[src/rtl/wb_arbiter_2x1_if.sv]
// Pipelined Wishbone B4 bus bundle (32-bit data, 30-bit word address).
// MASTER is the side that issues requests; SLAVE is the side that answers them.
interface wishbone_if;
    logic        cyc;
    logic        stb;
    logic        we;
    logic [3:0]  sel;
    logic [29:0] addr;
    logic [31:0] wdata;
    logic [31:0] rdata;
    logic        ack;
    logic        stall;

    modport MASTER (
        output cyc, stb, we, sel, addr, wdata,
        input  rdata, ack, stall
    );

    modport SLAVE (
        input  cyc, stb, we, sel, addr, wdata,
        output rdata, ack, stall
    );
endinterface

[src/rtl/wb_arbiter_2x1.sv]
// Two-master pipelined Wishbone arbiter: instruction fetch (imaster) and data (dmaster)
// share one downstream slave port. Whole tenures are granted, in-flight requests are
// counted so acks return to the issuing master, and a tenure limit stops the
// continuously-prefetching fetch unit from starving the data side.
module wb_arbiter_2x1 #(
    parameter int unsigned OUTSTANDING_POT = 3,
    parameter int unsigned MAX_HOLD        = 16
) (
    input  logic       clk_i,
    input  logic       rstn_i,
    wishbone_if.SLAVE  imaster_if,
    wishbone_if.SLAVE  dmaster_if,
    wishbone_if.MASTER slave_if,
    output logic [1:0] grant_o
);

    localparam int unsigned CntW  = OUTSTANDING_POT + 1;
    localparam int unsigned HoldW = (MAX_HOLD > 0) ? $clog2(MAX_HOLD + 1) : 1;
    localparam logic [CntW-1:0]  CntFull = CntW'(1) << OUTSTANDING_POT;
    localparam logic [HoldW-1:0] HoldMax = HoldW'(MAX_HOLD);
    localparam bit               HoldEn  = (MAX_HOLD != 0);

    typedef enum logic [1:0] {StIdle, StGrantI, StGrantD} state_e;

    state_e           state_q, state_d;
    logic [CntW-1:0]  outstanding_q, outstanding_d;
    logic [HoldW-1:0] hold_cnt_q, hold_cnt_d;
    logic             last_grant_q, last_grant_d;  // 0 = imaster, 1 = dmaster

    logic             in_grant;
    logic             own_cyc, own_stb, own_we, other_cyc;
    logic [3:0]       own_sel;
    logic [29:0]      own_addr;
    logic [31:0]      own_wdata;
    logic             preempt, gate, accept, ack_hit;

    // Grant comes straight from the state register, so master cyc never reaches it
    // combinationally.
    assign grant_o  = {state_q == StGrantD, state_q == StGrantI};
    assign in_grant = (state_q != StIdle);

    // Select the current owner's request signals and the contender's cyc.
    always_comb begin
        own_cyc   = 1'b0;
        own_stb   = 1'b0;
        own_we    = 1'b0;
        own_sel   = '0;
        own_addr  = '0;
        own_wdata = '0;
        other_cyc = 1'b0;
        case (state_q)
            StGrantI: begin
                own_cyc   = imaster_if.cyc;
                own_stb   = imaster_if.stb;
                own_we    = imaster_if.we;
                own_sel   = imaster_if.sel;
                own_addr  = imaster_if.addr;
                own_wdata = imaster_if.wdata;
                other_cyc = dmaster_if.cyc;
            end
            StGrantD: begin
                own_cyc   = dmaster_if.cyc;
                own_stb   = dmaster_if.stb;
                own_we    = dmaster_if.we;
                own_sel   = dmaster_if.sel;
                own_addr  = dmaster_if.addr;
                own_wdata = dmaster_if.wdata;
                other_cyc = imaster_if.cyc;
            end
            default: ;
        endcase
    end

    // Routing to the slave and back to the masters; gate holds off new strobes when
    // the in-flight window is full or the tenure is being handed over.
    always_comb begin
        preempt = HoldEn && in_grant && (hold_cnt_q >= HoldMax) && other_cyc;
        gate    = (outstanding_q == CntFull) || preempt;

        slave_if.cyc   = in_grant && own_cyc;
        slave_if.stb   = in_grant && own_stb && !gate;
        slave_if.we    = own_we;
        slave_if.sel   = own_sel;
        slave_if.addr  = own_addr;
        slave_if.wdata = own_wdata;

        accept  = slave_if.cyc && slave_if.stb && !slave_if.stall;
        // Acks with nothing in flight are stale and must not underflow the counter.
        ack_hit = slave_if.ack && (outstanding_q != '0);

        imaster_if.stall = (state_q == StGrantI) ? (slave_if.stall || gate) : 1'b1;
        imaster_if.ack   = (state_q == StGrantI) ? slave_if.ack : 1'b0;
        imaster_if.rdata = slave_if.rdata;
        dmaster_if.stall = (state_q == StGrantD) ? (slave_if.stall || gate) : 1'b1;
        dmaster_if.ack   = (state_q == StGrantD) ? slave_if.ack : 1'b0;
        dmaster_if.rdata = slave_if.rdata;
    end

    // Next-state: arbitration in idle, counter/tenure bookkeeping and release in grant.
    always_comb begin
        state_d       = state_q;
        last_grant_d  = last_grant_q;
        hold_cnt_d    = hold_cnt_q;
        outstanding_d = '0;
        if (state_q == StIdle) begin
            hold_cnt_d = '0;
            if (imaster_if.cyc && dmaster_if.cyc) begin
                state_d = last_grant_q ? StGrantI : StGrantD;
            end else if (imaster_if.cyc) begin
                state_d = StGrantI;
            end else if (dmaster_if.cyc) begin
                state_d = StGrantD;
            end
        end else begin
            // Dropping cyc aborts the cycle; whatever is still in flight is forgotten.
            if (own_cyc) begin
                unique case ({accept, ack_hit})
                    2'b10:   outstanding_d = outstanding_q + CntW'(1);
                    2'b01:   outstanding_d = outstanding_q - CntW'(1);
                    default: outstanding_d = outstanding_q;
                endcase
            end
            hold_cnt_d = (hold_cnt_q == HoldMax) ? hold_cnt_q : hold_cnt_q + HoldW'(1);
            if ((!own_cyc || preempt) && (outstanding_d == '0)) begin
                state_d      = StIdle;
                last_grant_d = (state_q == StGrantD);
            end
        end
    end

    // State registers.
    always_ff @(posedge clk_i or negedge rstn_i) begin
        if (!rstn_i) begin
            state_q       <= StIdle;
            outstanding_q <= '0;
            hold_cnt_q    <= '0;
            last_grant_q  <= 1'b0;
        end else begin
            state_q       <= state_d;
            outstanding_q <= outstanding_d;
            hold_cnt_q    <= hold_cnt_d;
            last_grant_q  <= last_grant_d;
        end
    end

endmodule

[src/flat_wrapper.sv]
// flat-port wrapper written by rule: the top's interface ports become plain ports
module wb_arbiter_2x1_flat 
#(
    parameter int unsigned OUTSTANDING_POT = 3,
    parameter int unsigned MAX_HOLD        = 16
)
  (clk_i, rstn_i, grant_o, imaster_if_cyc, imaster_if_stb, imaster_if_we, imaster_if_sel, imaster_if_addr, imaster_if_wdata, imaster_if_rdata, imaster_if_ack, imaster_if_stall, dmaster_if_cyc, dmaster_if_stb, dmaster_if_we, dmaster_if_sel, dmaster_if_addr, dmaster_if_wdata, dmaster_if_rdata, dmaster_if_ack, dmaster_if_stall, slave_if_cyc, slave_if_stb, slave_if_we, slave_if_sel, slave_if_addr, slave_if_wdata, slave_if_rdata, slave_if_ack, slave_if_stall);
  wishbone_if imaster_if_i ();
  wishbone_if dmaster_if_i ();
  wishbone_if slave_if_i ();
  input  logic clk_i;
  input  logic rstn_i;
  output logic [1:0] grant_o;
  input wire logic [$bits(imaster_if_i.cyc)-1:0] imaster_if_cyc;
  input wire logic [$bits(imaster_if_i.stb)-1:0] imaster_if_stb;
  input wire logic [$bits(imaster_if_i.we)-1:0] imaster_if_we;
  input wire logic [$bits(imaster_if_i.sel)-1:0] imaster_if_sel;
  input wire logic [$bits(imaster_if_i.addr)-1:0] imaster_if_addr;
  input wire logic [$bits(imaster_if_i.wdata)-1:0] imaster_if_wdata;
  output wire logic [$bits(imaster_if_i.rdata)-1:0] imaster_if_rdata;
  output wire logic [$bits(imaster_if_i.ack)-1:0] imaster_if_ack;
  output wire logic [$bits(imaster_if_i.stall)-1:0] imaster_if_stall;
  input wire logic [$bits(dmaster_if_i.cyc)-1:0] dmaster_if_cyc;
  input wire logic [$bits(dmaster_if_i.stb)-1:0] dmaster_if_stb;
  input wire logic [$bits(dmaster_if_i.we)-1:0] dmaster_if_we;
  input wire logic [$bits(dmaster_if_i.sel)-1:0] dmaster_if_sel;
  input wire logic [$bits(dmaster_if_i.addr)-1:0] dmaster_if_addr;
  input wire logic [$bits(dmaster_if_i.wdata)-1:0] dmaster_if_wdata;
  output wire logic [$bits(dmaster_if_i.rdata)-1:0] dmaster_if_rdata;
  output wire logic [$bits(dmaster_if_i.ack)-1:0] dmaster_if_ack;
  output wire logic [$bits(dmaster_if_i.stall)-1:0] dmaster_if_stall;
  output wire logic [$bits(slave_if_i.cyc)-1:0] slave_if_cyc;
  output wire logic [$bits(slave_if_i.stb)-1:0] slave_if_stb;
  output wire logic [$bits(slave_if_i.we)-1:0] slave_if_we;
  output wire logic [$bits(slave_if_i.sel)-1:0] slave_if_sel;
  output wire logic [$bits(slave_if_i.addr)-1:0] slave_if_addr;
  output wire logic [$bits(slave_if_i.wdata)-1:0] slave_if_wdata;
  input wire logic [$bits(slave_if_i.rdata)-1:0] slave_if_rdata;
  input wire logic [$bits(slave_if_i.ack)-1:0] slave_if_ack;
  input wire logic [$bits(slave_if_i.stall)-1:0] slave_if_stall;
  assign imaster_if_i.cyc = imaster_if_cyc;
  assign imaster_if_i.stb = imaster_if_stb;
  assign imaster_if_i.we = imaster_if_we;
  assign imaster_if_i.sel = imaster_if_sel;
  assign imaster_if_i.addr = imaster_if_addr;
  assign imaster_if_i.wdata = imaster_if_wdata;
  assign imaster_if_rdata = imaster_if_i.rdata;
  assign imaster_if_ack = imaster_if_i.ack;
  assign imaster_if_stall = imaster_if_i.stall;
  assign dmaster_if_i.cyc = dmaster_if_cyc;
  assign dmaster_if_i.stb = dmaster_if_stb;
  assign dmaster_if_i.we = dmaster_if_we;
  assign dmaster_if_i.sel = dmaster_if_sel;
  assign dmaster_if_i.addr = dmaster_if_addr;
  assign dmaster_if_i.wdata = dmaster_if_wdata;
  assign dmaster_if_rdata = dmaster_if_i.rdata;
  assign dmaster_if_ack = dmaster_if_i.ack;
  assign dmaster_if_stall = dmaster_if_i.stall;
  assign slave_if_cyc = slave_if_i.cyc;
  assign slave_if_stb = slave_if_i.stb;
  assign slave_if_we = slave_if_i.we;
  assign slave_if_sel = slave_if_i.sel;
  assign slave_if_addr = slave_if_i.addr;
  assign slave_if_wdata = slave_if_i.wdata;
  assign slave_if_i.rdata = slave_if_rdata;
  assign slave_if_i.ack = slave_if_ack;
  assign slave_if_i.stall = slave_if_stall;
  wb_arbiter_2x1 #(.OUTSTANDING_POT(OUTSTANDING_POT), .MAX_HOLD(MAX_HOLD)) u_core (.clk_i(clk_i), .rstn_i(rstn_i), .imaster_if(imaster_if_i), .dmaster_if(dmaster_if_i), .slave_if(slave_if_i), .grant_o(grant_o));
endmodule
[config.mk]
export PLATFORM = sky130hd
export DESIGN_NAME = wb_arbiter_2x1_flat
export DESIGN_NICKNAME = d
export VERILOG_FILES = /design/src/rtl/wb_arbiter_2x1_if.sv /design/src/rtl/wb_arbiter_2x1.sv /design/src/flat_wrapper.sv
export SDC_FILE = /design/constraint.sdc
export NUM_CORES = 1
export LEC_CHECK = 0
export BUFFER_PORTS_ARGS = -buffer_cell sky130_fd_sc_hd__buf_2
export CORE_AREA = 2 2 123 125
export DETAILED_ROUTE_END_ITERATION = 16
export DIE_AREA = 0 0 125 127
export PLACE_DENSITY = 0.54
export SLEW_MARGIN = 20
export SYNTH_ARGS = -nofsm -noshare
export SYNTH_HDL_FRONTEND = slang
export SYNTH_SLANG_ARGS = --single-unit
[constraint.sdc]
create_clock -name clk_i -period 3.8 [get_ports clk_i]
set_clock_uncertainty 0.2 [all_clocks]
set_input_delay 0.95 -clock clk_i [delete_from_list [all_inputs] [get_ports clk_i]]
set_output_delay 0.95 -clock clk_i [all_outputs]
set_load 0.1 [all_outputs]
# [Word-level counts from Yosys, hierarchy flattened]
# Index checks and enable logic that the tools add are counted.
[word_totals] n_memories=0 mem_bits_ro=0 ram_bits=0 reg_bits=12 latch_bits=0
[classes] n_bitwise=1 muxes=23 n_mul=0 eq_ne=8 div_mod_pow=0 n_lt_le_gt_ge=1 reduce_logical=23 shifts=0 n_addsub=3
[op_table] op="$pmux 32 s2" count=1
[op_table] op="$pmux 30 s2" count=1
[op_table] op="$pmux 4 s2" count=2
[op_table] op="$mux 2" count=6
[op_table] op="$mux 4" count=3
[op_table] op="$logic_and 1x1->1" count=10
[op_table] op="$mux 5" count=2
[op_table] op="$pmux 1 s2" count=4
[op_table] op="$add 5x1->5 const B" count=1
[op_table] op="$eq 5x5->1 const B" count=1
[op_table] op="$ge 5x5->1 const B" count=1
[op_table] op="$add 4x1->4 const B" count=1
[op_table] op="$eq 2x1->1 const B" count=2
[op_table] op="$eq 2x2->1 const B" count=2
[op_table] op="$eq 4x4->1 const B" count=1
[op_table] op="$logic_not 4->1" count=1
[op_table] op="$mux 1" count=4
[op_table] op="$ne 4x4->1 const B" count=1
[op_table] op="$reduce_and 2->1" count=2
[op_table] op="$reduce_bool 2->1" count=2
[op_table] op="$reduce_bool 4->1" count=1
[op_table] op="$sub 4x1->4 const B" count=1
[op_table] op="$logic_not 1->1" count=3
[op_table] op="$logic_or 1x1->1" count=3
[op_table] op="other kinds (3)" count=3

# [Logic depth before layout (Yosys ltp)]
[depth] ltp_word=16 ltp_mapped=14 ltp_nobuf=13

# [Worst setup path after synthesis]
# No wires, ideal clock.
[synth_path] kind="flip-flop to output port" start="register u_core.state_q[1]" end="output slave_if_stb" required_time_ns=2.650 path_slack_ns=-2.302 arrival_ns=4.952 path_stages_with_launch=7 cell_sequence="dfrtp_1 -> inv_1 -> ha_1 -> buf_2 -> clkbuf_1 -> a22o_1 -> nor4bb_1"
[synth_via] elab_chain_cells=6
[synth_lines] item="start: declaration" line="wb_arbiter_2x1.sv:25" rtl="state_e state_q, state_d;"
[synth_lines] item="start signal: assignment" line="wb_arbiter_2x1.sv:134" rtl="state_q <= StIdle;"
[synth_lines] item="start signal: assignment" line="wb_arbiter_2x1.sv:139" rtl="state_q <= state_d;"
[synth_lines] item="$eq 2x1->1 (*)"
[synth_lines] item="via grant_o[0]" line="flat_wrapper.sv:13" rtl="output logic [1:0] grant_o;"
[synth_lines] item="$pmux 1 s2" line="wb_arbiter_2x1.sv:51" rtl="case (state_q)"
[synth_lines] item="$logic_and 1x1->1" line="wb_arbiter_2x1.sv:77" rtl="preempt = HoldEn && in_grant && (hold_cnt_q >= HoldMax) && other_cyc;"
[synth_lines] item="$logic_or 1x1->1" line="wb_arbiter_2x1.sv:78" rtl="gate = (outstanding_q == CntFull) || preempt;"
[synth_lines] item="$logic_not 1->1" line="wb_arbiter_2x1.sv:81" rtl="slave_if.stb = in_grant && own_stb && !gate;"
[synth_lines] item="$logic_and 1x1->1 (*)" line="wb_arbiter_2x1.sv:81"
[synth_lines] item="end: declaration" line="flat_wrapper.sv:33" rtl="output wire logic [$bits(slave_if_i.stb)-1:0] slave_if_stb;"
# Mark *: on every way through the listed nets, which the timed path passes. The rest lies on a longest branch.

# [Final worst setup path]
[layout_path] start="input dmaster_if_cyc" end="register u_core.last_grant_q"
[layout_via] elab_chain_cells=14
[layout_lines] item="start: declaration" line="flat_wrapper.sv:23" rtl="input wire logic [$bits(dmaster_if_i.cyc)-1:0] dmaster_if_cyc;"
[layout_lines] item="$pmux 1 s2" line="wb_arbiter_2x1.sv:51"
[layout_lines] item="$logic_and 1x1->1" line="wb_arbiter_2x1.sv:77"
[layout_lines] item="$logic_or 1x1->1" line="wb_arbiter_2x1.sv:78"
[layout_lines] item="$logic_not 1->1" line="wb_arbiter_2x1.sv:81"
[layout_lines] item="$logic_and 1x1->1" line="wb_arbiter_2x1.sv:81"
[layout_lines] item="$logic_and 1x1->1 (2 in a row)" line="wb_arbiter_2x1.sv:87" rtl="accept = slave_if.cyc && slave_if.stb && !slave_if.stall;"
[layout_lines] item="$eq 2x1->1 or $eq 2x2->1 (tied branches)" line="wb_arbiter_2x1.sv:117" rtl="unique case ({accept, ack_hit})"
[layout_lines] item="$pmux 4 s2" line="wb_arbiter_2x1.sv:117"
[layout_lines] item="$mux 4" line="wb_arbiter_2x1.sv:116" rtl="if (own_cyc) begin"
[layout_lines] item="$mux 4" line="wb_arbiter_2x1.sv:105" rtl="if (state_q == StIdle) begin"
[layout_lines] item="$logic_not 4->1" line="wb_arbiter_2x1.sv:124" rtl="if ((!own_cyc || preempt) && (outstanding_d == '0)) begin"
[layout_lines] item="$logic_and 1x1->1 (*)" line="wb_arbiter_2x1.sv:124"
[layout_lines] item="$reduce_and 2->1 (no source line) (*)"
[layout_lines] item="end signal: assignment" line="wb_arbiter_2x1.sv:142" rtl="last_grant_q <= last_grant_d;"
[layout_lines] item="end: declaration" line="wb_arbiter_2x1.sv:28" rtl="logic last_grant_q, last_grant_d;"
# Mark *: on every way between the ends. The rest lies on a longest branch, timed or not. The select of a mux whose other input is x is not followed.
# A chain may end at the register's enable or synchronous reset.

==> flow_summary.json <==
{
  "clk-insertion-delay-late_ps": 240,
  "initial_core_util": 0.165,
  "yosysTopAreaCellShare": 0.212,
  "irDropWorstVdd_uv": 484,
  "die_width_um": 125,
  "fin_cells": 643,
  "fill_cells": 1640,
  "synth.area.top_cells": "a22oi_1 21%, buf_4 20%, nor2b_1 18%",
  "crit_chain": "buf_2 -> a22o_1 -> nand2_2 -> o21a_1 -> nand3_2 -> ha_4 -> fa_1 -> or3b_1 -> a2bb2oi_2 -> o32ai_2 -> o211a_4 -> mux2_4",
  "cp-end-kind": "flip-flop",
  "clock_power_share": 0.051,
  "holdWs_ps": 336,
  "yosysTopAreaCell": "a22oi_1",
  "drt-pass1-iter-count": 5,
  "startpoint_type": "input pin",
  "power.leakage_nw": 1.74,
  "synth_seq_cells": 12,
  "die_y_um": 127,
  "crit_family": "compound AO/OA/AOI/OAI gates",
  "crit_arrival_ps": 3540,
  "drt_iter0_markers": 94,
  "ant_nets": 0,
  "clock_sinks": 12,
  "port_buffers": 216,
  "post_cts_buffers": 0,
  "syn_area_um2": 2380,
  "required_ps": 3720,
  "syn_nets": 496,
  "crit_path_top_delay_cell": "fa_1",
  "rows": 44,
  "hpwl_mm": 7.89,
  "placedCellCount": 639,
  "fin_nets": 643,
  "status": "completed",
  "worstMarginPinSlew_ps": 549,
  "postSynthAreaPerCell_um2": 7.60,
  "final.min_clock_period_ps": 3620,
  "yosys_warnings": 0,
  "final_max_slew_viol_count": 0,
  "min_period_over_period": 0.953,
  "crit_buf_inv": 1,
  "hp-class": "reg2reg",
  "routed_wl_mm": 9.23,
  "layout_commonest_cell": "buf_2",
  "htree_levels": 1,
  "overflow": 0,
  "regArea_um2": 300,
  "dominantRegCellSynth": "dfrtp_1",
  "syn2layout_area_growth_pct": 51.8,
  "drc": 0,
  "worstSetupPathType": "in2reg",
  "syn-instance-count": 313,
  "routedWlPerCell_um": 14.4,
  "core_um2": 14400,
  "max_cap_viol_count": 0,
  "clockBufferDepth": 2,
  "combPwrFrac": 0.906,
  "antenna_cells": 0,
  "grt_pass1_wl_mm": 14.0,
  "rsz0062_at_grt": "no",
  "grt_max_degree": 45,
  "hold_viol": 0,
  "relSlewSlack": 0.637,
  "p_sw_frac": 0.700,
  "num_vias": 2729,
  "p_switching_mw": 2.89,
  "async_flop_share": 1.00,
  "gr-usage-all-layers": 0.106,
  "slowest_delay_ps": 460,
  "gp_congestion": 0.783,
  "ys_seq_area_frac": 0.126,
  "cts_made_buffers": 3,
  "fmax_mhz": 276,
  "powerDensity_nw_per_um2": 1140,
  "path_clk_slew_ps": 40,
  "ios": 313,
  "p_int_mw": 1.24,
  "synth_cell_types": 37,
  "setup_violations": 0,
  "grt_pass1_vias": 2668,
  "multi_input_area_um2": 1720,
  "design.die.area_um2": 15900,
  "cts_tree": "built",
  "vias_per_cell": 4.24,
  "pwr-share-seq": 0.044,
  "layout_common_cells": "212 x buf_2, 67 x a22oi_1, 67 x nor2b_2",
  "critPathMaxFanout": 4,
  "drive_above_1_share": 0.702,
  "grt_antenna_before_repair": 0,
  "clockRootBuffer": "clkbuf_16",
  "synth_edf_count": 0
}
==> timing repair <==
item,CTS,global route
endpoints found under the setup margin,0,1
hold buffers,0,0
resized for setup,0,5
==> per-layer routing <==
| metal | routed length (um) | GRT usage | vias to the layer above | part of all wire |
|---|---|---|---|---|
| met1 | 3610 | 0.129 | 1220 | 0.39 |
| li1 | - | - | 1329 | - |
| met5 | 0 | 0 | - | 0 |
| met3 | 841 | 0.0310 | 13 | 0.091 |
| met4 | 204 | 0.0242 | 0 | 0.022 |
| met2 | 4580 | 0.184 | 167 | 0.50 |
==> synth_stat cells (2+ instances only) <==
cell,instances
a21oi_1,3
nor3_1,5
o21ai_0,4
nor2_1,8
buf_2,3
mux2i_1,2
inv_1,6
buf_4,64
nor2b_1,67
and2_1,4
nand3_1,3
a22o_1,3
clkbuf_1,17
dfrtp_1,12
xor2_1,5
ha_1,8
buf_1,5
nand2b_1,2
nand2_1,8
a22oi_1,67
==> through the flow <==
| stage | setup WS [ps] | TNS, ps | utilization | power (mW) | instance area (um2) |
|---|---|---|---|---|---|
| global route | 21.4 | 0 | 0.250 | 4.35 | 3610 |
| detailed placement | -103 | -103 | 0.243 | 3.95 | 3510 |
| floorplan | -313 | -468 | - | 3.69 | 2630 |
| finish | 178 | 0 | 0.250 | 4.13 | 3610 |
| CTS | 137 | 0 | 0.249 | 4.17 | 3590 |
| global placement | -70.0 | -70.0 | 0.243 | 3.96 | 3510 |
==> registers in the layout, indices dropped and copies added, names as in the netlist <==
register and cells:
u_core.hold_cnt_q 5, u_core.last_grant_q 1, u_core.state_q 2, u_core.outstanding_q 4
==> final timing paths <==
check | start | to | slack, ps | cells past startpoint
max | dmaster_if_cyc | u_core.last_grant_q | 180 | 12
min | u_core.last_grant_q | u_core.last_grant_q | 340 | 1
max reg2reg | u_core.state_q[1] | u_core.last_grant_q | 230 | 12
min reg2reg | u_core.last_grant_q | u_core.last_grant_q | 340 | 1
max in group asynchronous | rstn_i | u_core.outstanding_q[3] | 2800 | 1
min in group asynchronous | rstn_i | u_core.outstanding_q[1] | 380 | 1
==> cell type report <==
class                   count  share of cell area
flip-flops and latches     12              0.0832
well taps                 184              0.0638
inverters                   6             0.00624
multi-input cells         206               0.477
clock buffers               4              0.0246
repair buffers            231               0.345
==> cells by family (layout without fill, tap and decap cells) <==
logic type | Yosys count | in the layout | share of synthesized area
simple gates | 103 | 103 | 0.259
compound gates | 84 | 84 | 0.270
xor+xnor | 6 | 6 | 0.0221
mux | 4 | 4 | 0.0195
buf+inv | 95 | 241 | 0.253
fa+ha+maj | 9 | 9 | 0.0505
flops | 12 | 12 | 0.126
==> power by group through the flow <==
stage | sequential [mW] | clock [mW] | combinational, mW
after floorplan | 0.177 | 0 | 3.51
after global placement | 0.182 | 0 | 3.77
after detailed placement | 0.182 | 0 | 3.77
after CTS | 0.180 | 0.216 | 3.77
after global routing | 0.184 | 0.222 | 3.94
final | 0.180 | 0.209 | 3.74
No activity file was read; power rests on OpenSTA's default activity.
